**config.mk**
```make
export PLATFORM = sky130hd
export DESIGN_NAME = mem_arbiter
export DESIGN_NICKNAME = d
export VERILOG_FILES = /design/src/rtl/mem_arbiter_pkg.sv /design/src/rtl/mem_load_ext.sv /design/src/rtl/mem_arbiter.sv
export SDC_FILE = /design/constraint.sdc
export NUM_CORES = 1
export LEC_CHECK = 0
export ABC_AREA = 1
export CAP_MARGIN = 25
export CORE_MARGIN = 2
export CORE_UTILIZATION = 55
export DETAILED_ROUTE_END_ITERATION = 10
export GPL_ROUTABILITY_DRIVEN = 1
export PLACE_DENSITY = 0.84
export SLEW_MARGIN = 20
export SYNTH_ARGS = -nofsm -noshare
export SYNTH_HDL_FRONTEND = slang
export SYNTH_SLANG_ARGS = --single-unit
```
**constraint.sdc**
```tcl
create_clock -name clk -period 3.5 [get_ports clk]
set_input_delay 0.525 -clock clk [delete_from_list [all_inputs] [get_ports clk]]
set_output_delay 0.525 -clock clk [all_outputs]
set_load 0.02 [all_outputs]
```
**src/rtl/mem_arbiter_pkg.sv**
```systemverilog
// rtl/mem_arbiter_pkg.sv - shared encodings and helpers for the byte-serial memory arbiter
package mem_arbiter_pkg;

    localparam logic [1:0] SIZE_B = 2'b00;
    localparam logic [1:0] SIZE_H = 2'b01;
    localparam logic [1:0] SIZE_W = 2'b10;

    typedef enum logic [1:0] {
        ST_IDLE  = 2'd0,
        ST_READ  = 2'd1,
        ST_WRITE = 2'd2,
        ST_REST  = 2'd3
    } arb_state_t;

    typedef enum logic {
        OWN_IF = 1'b0,
        OWN_LS = 1'b1
    } owner_t;

    // Index of the final byte beat; size 2'b11 behaves as a word.
    function automatic logic [1:0] last_beat(input logic [1:0] size);
        case (size)
            SIZE_B:  last_beat = 2'd0;
            SIZE_H:  last_beat = 2'd1;
            default: last_beat = 2'd3;
        endcase
    endfunction

endpackage

```
**src/rtl/mem_load_ext.sv**
```systemverilog
// rtl/mem_load_ext.sv - sign/zero extension of captured little-endian load bytes
module mem_load_ext
    import mem_arbiter_pkg::*;
#(
    parameter int XLEN = 32
) (
    input  logic [1:0]      size,
    input  logic            is_signed,
    input  logic [XLEN-1:0] cap,
    output logic [XLEN-1:0] result
);

    always_comb begin
        result = cap;
        case (size)
            SIZE_B:  result = {{(XLEN-8){is_signed & cap[7]}}, cap[7:0]};
            SIZE_H:  result = {{(XLEN-16){is_signed & cap[15]}}, cap[15:0]};
            default: result = cap;
        endcase
    end

endmodule

```
**src/rtl/mem_arbiter.sv**
```systemverilog
// rtl/mem_arbiter.sv - IF/LS arbiter driving a byte-serial RAM port with programmable read latency
module mem_arbiter
    import mem_arbiter_pkg::*;
#(
    parameter int ADDR_W = 32,
    parameter int XLEN   = 32,
    parameter int RD_LAT = 2
) (
    input  logic              clk,
    input  logic              rst,
    input  logic              if_req,
    input  logic [ADDR_W-1:0] if_addr,
    input  logic              if_cancel,
    output logic [XLEN-1:0]   if_rdata,
    output logic              if_done,
    input  logic              ls_req,
    input  logic              ls_we,
    input  logic [1:0]        ls_size,
    input  logic              ls_signed,
    input  logic [ADDR_W-1:0] ls_addr,
    input  logic [XLEN-1:0]   ls_wdata,
    output logic [XLEN-1:0]   ls_rdata,
    output logic              ls_done,
    output logic              mem_wr,
    output logic [ADDR_W-1:0] mem_addr,
    output logic [7:0]        mem_wdata,
    input  logic [7:0]        mem_rdata
);

    localparam int LAT_W = $clog2(RD_LAT + 1);
    localparam logic [LAT_W-1:0] LAT_LAST = LAT_W'(RD_LAT - 1);

    arb_state_t        state, state_n;
    owner_t            owner, owner_n;
    logic [1:0]        size_q, size_n;
    logic              signed_q, signed_n;
    logic [XLEN-1:0]   wdata_q, wdata_n;
    logic [XLEN-1:0]   cap_q, cap_n, cap_next;
    logic [1:0]        beat_q, beat_n, beat_inc;
    logic [LAT_W-1:0]  lat_q, lat_n;
    logic [ADDR_W-1:0] mem_addr_n;
    logic              mem_wr_n;
    logic [7:0]        mem_wdata_n;
    logic              if_done_n, ls_done_n;
    logic [XLEN-1:0]   if_rdata_n, ls_rdata_n;
    logic [XLEN-1:0]   ext_data;
    logic              at_last;

    // Capture buffer as it would look once this cycle's byte lands; feeds the extender.
    always_comb begin
        cap_next = cap_q;
        cap_next[{beat_q, 3'b000} +: 8] = mem_rdata;
    end

    mem_load_ext #(.XLEN(XLEN)) u_ext (
        .size      (size_q),
        .is_signed (signed_q),
        .cap       (cap_next),
        .result    (ext_data)
    );

    assign at_last  = (beat_q == last_beat(size_q));
    assign beat_inc = beat_q + 2'd1;

    always_comb begin
        state_n     = state;
        owner_n     = owner;
        size_n      = size_q;
        signed_n    = signed_q;
        wdata_n     = wdata_q;
        cap_n       = cap_q;
        beat_n      = beat_q;
        lat_n       = lat_q;
        mem_addr_n  = mem_addr;
        mem_wr_n    = mem_wr;
        mem_wdata_n = mem_wdata;
        if_done_n   = 1'b0;
        ls_done_n   = 1'b0;
        if_rdata_n  = if_rdata;
        ls_rdata_n  = ls_rdata;

        case (state)
            ST_IDLE: begin
                if (ls_req) begin
                    owner_n    = OWN_LS;
                    size_n     = ls_size;
                    signed_n   = ls_signed;
                    wdata_n    = ls_wdata;
                    cap_n      = '0;
                    mem_addr_n = ls_addr;
                    beat_n     = 2'd0;
                    lat_n      = '0;
                    if (ls_we) begin
                        state_n     = ST_WRITE;
                        mem_wr_n    = 1'b1;
                        mem_wdata_n = ls_wdata[7:0];
                    end else begin
                        state_n = ST_READ;
                    end
                end else if (if_req && !if_cancel) begin
                    owner_n    = OWN_IF;
                    size_n     = SIZE_W;
                    signed_n   = 1'b0;
                    wdata_n    = '0;
                    cap_n      = '0;
                    mem_addr_n = if_addr;
                    beat_n     = 2'd0;
                    lat_n      = '0;
                    state_n    = ST_READ;
                end
            end

            ST_READ: begin
                // A flush beats even the final capture: the fetched word is stale.
                if (owner == OWN_IF && if_cancel) begin
                    state_n = ST_IDLE;
                end else if (lat_q != LAT_LAST) begin
                    lat_n = lat_q + LAT_W'(1);
                end else begin
                    lat_n = '0;
                    cap_n = cap_next;
                    if (at_last) begin
                        state_n = ST_REST;
                        if (owner == OWN_IF) begin
                            if_done_n  = 1'b1;
                            if_rdata_n = ext_data;
                        end else begin
                            ls_done_n  = 1'b1;
                            ls_rdata_n = ext_data;
                        end
                    end else begin
                        beat_n     = beat_inc;
                        mem_addr_n = mem_addr + ADDR_W'(1);
                    end
                end
            end

            ST_WRITE: begin
                if (at_last) begin
                    mem_wr_n  = 1'b0;
                    ls_done_n = 1'b1;
                    state_n   = ST_REST;
                end else begin
                    beat_n      = beat_inc;
                    mem_addr_n  = mem_addr + ADDR_W'(1);
                    mem_wdata_n = wdata_q[{beat_inc, 3'b000} +: 8];
                end
            end

            default: begin
                state_n = ST_IDLE;
            end
        endcase
    end

    always_ff @(posedge clk) begin
        if (rst) begin
            state     <= ST_IDLE;
            owner     <= OWN_IF;
            size_q    <= SIZE_B;
            signed_q  <= 1'b0;
            wdata_q   <= '0;
            cap_q     <= '0;
            beat_q    <= 2'd0;
            lat_q     <= '0;
            mem_addr  <= '0;
            mem_wr    <= 1'b0;
            mem_wdata <= 8'h00;
            if_done   <= 1'b0;
            ls_done   <= 1'b0;
            if_rdata  <= '0;
            ls_rdata  <= '0;
        end else begin
            state     <= state_n;
            owner     <= owner_n;
            size_q    <= size_n;
            signed_q  <= signed_n;
            wdata_q   <= wdata_n;
            cap_q     <= cap_n;
            beat_q    <= beat_n;
            lat_q     <= lat_n;
            mem_addr  <= mem_addr_n;
            mem_wr    <= mem_wr_n;
            mem_wdata <= mem_wdata_n;
            if_done   <= if_done_n;
            ls_done   <= ls_done_n;
            if_rdata  <= if_rdata_n;
            ls_rdata  <= ls_rdata_n;
        end
    end

endmodule

```
=== After elaboration in Yosys (flattened, before gate mapping) ===
Index checks and enable logic that the tools add are counted.

* Input bits: 113
* Word-level logic and storage cells: 112
* Register bits after elaboration: 181

* Add/subtract/negate cells: 4
* Equal/unequal tests: 13
* Bitwise gates (word level): 7
* Shift operators: 3
* Reduce and logical (&&, ||, !) cells: 19
* Muxes and demuxes: 51

{| class="wikitable"
|+ Operators by type and width
! kind !! number
|-
| $mux 32 || 10
|-
| $pmux 32 s2 || 2
|-
| $pmux 32 s3 || 1
|-
| $add 32x1->32 const B || 1
|-
| $bwmux 32 || 1
|-
| $shift 8x7->32 const A || 1
|-
| $shiftx 32x6->8 || 1
|-
| $shiftx 8x7->32 || 1
|-
| $mux 2 || 15
|-
| $mux 8 || 3
|-
| $pmux 8 s2 || 1
|-
| $reduce_and 4->1 || 4
|-
| $mux 1 || 12
|-
| $ne 2x2->1 const B || 6
|-
| $pmux 2 s3 || 2
|-
| $reduce_and 5->1 || 2
|-
| $pmux 2 s2 || 2
|-
| $neg 5->7 || 1
|-
| $ne 3x3->1 const B || 2
|-
| $reduce_bool 2->1 || 3
|-
| $not 1->1 || 5
|-
| $reduce_or 5->1 || 1
|-
| $add 2x1->2 const B || 2
|-
| $eq 2x1->1 const B || 2
|-
| 11 further kinds || 16
|}

=== Logic depth before layout (Yosys ltp) ===
* Word-level depth: 7
* Mapped depth: 14
* Depth with buffers taken out: 11

=== Hierarchy ===
A second synthesis with hierarchy kept.

* Cells, all modules: 1498
* Area total of the unflattened synthesis: 9515.4 um2

{| class="wikitable"
|+ By module, submodules not included
! module !! area each (um2) !! cells an instance !! times used
|-
| mem_arbiter || 9092.5 || 1426 || 1
|-
| mem_load_ext || 422.9 || 72 || 1
|}

=== Worst setup path after synthesis ===
No wires, ideal clock.

* Path kind: register to register
* Start: reg beat_q[0]
* End: reg if_rdata[13]
* Path buffers: 4
* Setup slack: 1227 ps
* Stages on the path, launching flop included: 14
* Clock period less this slack: 2273 ps
* Arrival time: 2209 ps
* Path through: dfxtp_1 -> buf_2 -> inv_2 -> buf_2 -> buf_2 -> ha_1 -> inv_2 -> nand4_4 -> o21ai_2 -> nand2_1 -> buf_2 -> o21ai_0 -> nor2_1 -> nor2_1

* Word-level cells in the longest chain between the ends: 5
* Elaborated cells on any way between the ends: 8
* Classes of those cells: add/sub: 1; eq/ne: 1; shift: 2; mux: 2; bitwise: 1; reduce/logical: 1

{| class="wikitable"
|+ Ends and longest elaborated chain
! what !! line !! RTL
|-
| start: declaration || mem_arbiter.sv:39 || <nowiki>logic [1:0] beat_q, beat_n, beat_inc;</nowiki>
|-
| start signal: assignment || mem_arbiter.sv:180 || <nowiki>beat_q <= beat_n;</nowiki>
|-
| $neg 5->7 || mem_arbiter.sv:52 || <nowiki>cap_next[{beat_q, 3'b000} +: 8] = mem_rdata;</nowiki>
|-
| $shiftx 8x7->32 / $shift 8x7->32 (equally long branches) || mem_arbiter.sv:52 ||
|-
| $bwmux 32 || mem_arbiter.sv:52 ||
|-
| $and 1x1->1 || mem_load_ext.sv:16 || <nowiki>SIZE_B: result = {{(XLEN-8){is_signed & cap[7]}}, cap[7:0]};</nowiki>
|-
| $pmux 32 s2 || mem_load_ext.sv:15 || <nowiki>case (size)</nowiki>
|-
| end signal: assignment || mem_arbiter.sv:187 || <nowiki>if_rdata <= if_rdata_n;</nowiki>
|-
| end: declaration || mem_arbiter.sv:14 || <nowiki>output logic [XLEN-1:0] if_rdata,</nowiki>
|}

Parallel ways exist; a longest one is shown, timed or not.
A chain may end at the register's enable or synchronous reset.

=== Worst setup path after layout ===
* Start: reg beat_q[0]
* End: reg if_rdata[14]

Same word-level chain as after synthesis.

==> results.toml <==
[detailed_routing]
wl_um = 30500
drc_errors = 0
vias = 10700
drt-pass1-iter-count = 7
wl_per_cell_um = 15.7
viasPerCell = 5.51
drtIter0Drc = 1119
ant_nets = 0

[layout]
nNetsFinal = 1831
mostFrequentLayoutCell = "nand2_1"
layout-drive-gt1-share = 0.0413
antenna_cells = 0
final_cell_mix = "468 x nand2_1, 309 x nor2_1, 218 x clkdlybuf4s50_1, 181 x dfxtp_1, 121 x o21ai_0"
synthToLayoutAreaGrowth_pct = 29.6

[synthesis]
synth.yosys.warnings = 0
ys_ff_latch = 181
synth_edf_count = 0
synthCells = 1538
syn-num-nets = 1662
ys.flop_type = "dfxtp_1"
ys_seq_area_frac = 0.381
syn_area_um2 = 9500
synth.distinct_cells = 37
synth.avg_cell_area_um2 = 6.18
synth-async-reset-ratio = 0

[global_routing]
grt_pass1_vias = 9453
met3_usage = 0.0501
busiest_layer = "met2"
grt_antenna_before_repair = 0
track_usage = 0.325
grt_pass1_wl_um = 47900
grt_max_degree = 83
grt_use_met1 = 0.457
grt-ovfl-total = 0
use_met2 = 0.508

[die]
initial_utilization = 0.555
die-area_um2 = 18300
die_w_um = 135
io_pins = 220
core_region_area_um2 = 17100
die_height_um = 135
rows = 48

[outcome]
status = "finished clean"

[power_and_ir_drop]
vdd_ir_drop_max_mv = 0.634
leakagePower_nw = 5.03
power_density_nw_per_um2 = 688

[worst_setup_path]
criticalPathCategory = "reg2reg"
arrival_ps = 3360
path_cells = "inv_2 > ha_1 > inv_2 > nand4_4 > o21ai_2 > nand2_1 > o21ai_0 > nor2_1 > nor2_1"
slowest_delay_ps = 590
cp-end-kind = "flop"
r2r_setup_slack_ps = 520
required_ps = 3880
worstPathMaxFanout = 25
startpoint_type = "flop"
slowest_stage = "nand2_1"

[clock_tree]
h-tree-depth = 4
clk_latency_ps = 440
clockBufferDepth = 2
cts.sinks = 181
ctsHoldBuffers = 0
clk_pin_slew_ps = 70
cts_made_buffers = 17
cts_root_buf = "clkbuf_16"
cts_resized = 0
cts_tree = "built"
post_cts.repair.setup_buffers = 0

[sta]
rsz0062_at_grt = "no"
finalCritPeriodShare = 0.851
finalHoldViolCount = 0
maxSlewHeadroom = 0.365
skew_ps = 12.5
max_slew.worst_pin.slew_ps = 952
max_freq_mhz = 336
period_needed_ps = 2980
setup_viol = 0
finalSetupTns_ps = 0
hold_slack_ps = 461
slew_violations = 0

[place]
portBuffers = 219
post-dp-hpwl_um = 21200
gp_congestion = 0.920

[worst_hold_path]
worstHoldPathType = "reg2reg"

[run]
drv_cap = 0
## cells in the mapped netlist (2+ instances only)
| cell | instances | area (um2) |
|---|---|---|
| nand2_1 | 468 | 1760 |
| nor2_1 | 309 | 1160 |
| dfxtp_1 | 181 | 3620 |
| o21ai_0 | 121 | 606 |
| a21oi_1 | 115 | 576 |
| inv_1 | 102 | 383 |
| nand3_1 | 76 | 380 |
| clkbuf_1 | 50 | 188 |
| buf_2 | 25 | 125 |
| o22ai_1 | 19 | 119 |
| ha_1 | 11 | 138 |
| nand4_1 | 11 | 68.8 |
| inv_2 | 7 | 26.3 |
| buf_6 | 5 | 56.3 |
| nand2_2 | 4 | 25.0 |
| nor3_1 | 4 | 20.0 |
| xor2_1 | 4 | 35.0 |
| o21ai_1 | 3 | 15.0 |
| a31oi_1 | 2 | 12.5 |
| buf_4 | 2 | 15.0 |
| clkinv_1 | 2 | 7.51 |
| nor2_2 | 2 | 12.5 |
## through the flow
stage	std cells	setup slack [ps]	cell area [um2]	util	total power, mW
3_3_place_gp	1912	775	11700	0.683	6.41
2_1_floorplan	1538	1230	9500	-	5.26
5_1_grt	1945	283	12300	0.720	8.98
6_report	1945	521	12300	0.720	8.48
4_1_cts	1944	621	12300	0.718	8.38
3_5_place_dp	1912	665	11700	0.683	6.46
## registers in the layout, indices dropped and copies added, names as in the netlist, 2 cells and up
| signal | count |
|---|---|
| beat_q | 2 |
| cap_q | 32 |
| if_rdata | 32 |
| lat_q | 2 |
| ls_rdata | 32 |
| mem_addr | 32 |
| mem_wdata | 8 |
| size_q | 2 |
| state | 2 |
| wdata_q | 32 |
## final timing paths
path               from      endpoint  cells past startpoint
max           beat_q[0]  if_rdata[14]                      9
min          wdata_q[0]    wdata_q[0]                      2
max reg2reg   beat_q[0]  if_rdata[14]                      9
min reg2reg  wdata_q[0]    wdata_q[0]                      2
## cells by family (layout without fill, tap and decap cells)
kind of cell / count (synthesis) / count (layout) / synth area share
flops: 181 / 181 / 0.381
fa+ha+maj: 11 / 11 / 0.0145
xor+xnor: 6 / 6 / 0.00632
simple gates: 880 / 880 / 0.369
compound gates: 264 / 264 / 0.143
buf+inv: 196 / 378 / 0.0859
## layout make-up
class                   instances  area (um2)
repair buffers                234        2330
clock buffers                  17         425
multi-input cells            1161        5060
well taps                     225         282
fillers                      1467        4800
inverters                     112         423
flip-flops and latches        181        3620
clock inverters                15         168
## worst max-delay path, delay by kind of cell, from the launching register on
kind                       cells  cell delay, ps
and+or+nand+nor                4             950
AOI/OAI and AO/OA              2             650
buffers and inverters          2             560
adders and majority gates      1             440
DFF                            1             320
## power by group
| group | total [mW] | internal (mW) | switching, mW |
|---|---|---|---|
| logic | 3.81 | 1.28 | 2.54 |
| registers | 2.74 | 2.38 | 0.363 |
| clock network | 1.92 | 1.01 | 0.910 |
| total | 8.48 | 4.67 | 3.81 |
## per-layer routing
metal	vias to the layer above	part of all wire
li1	5208	-
met1	4823	0.43
met2	609	0.45
met3	80	0.093
met4	0	0.030
met5	-	0
Power figures use the tool's default switching activity.
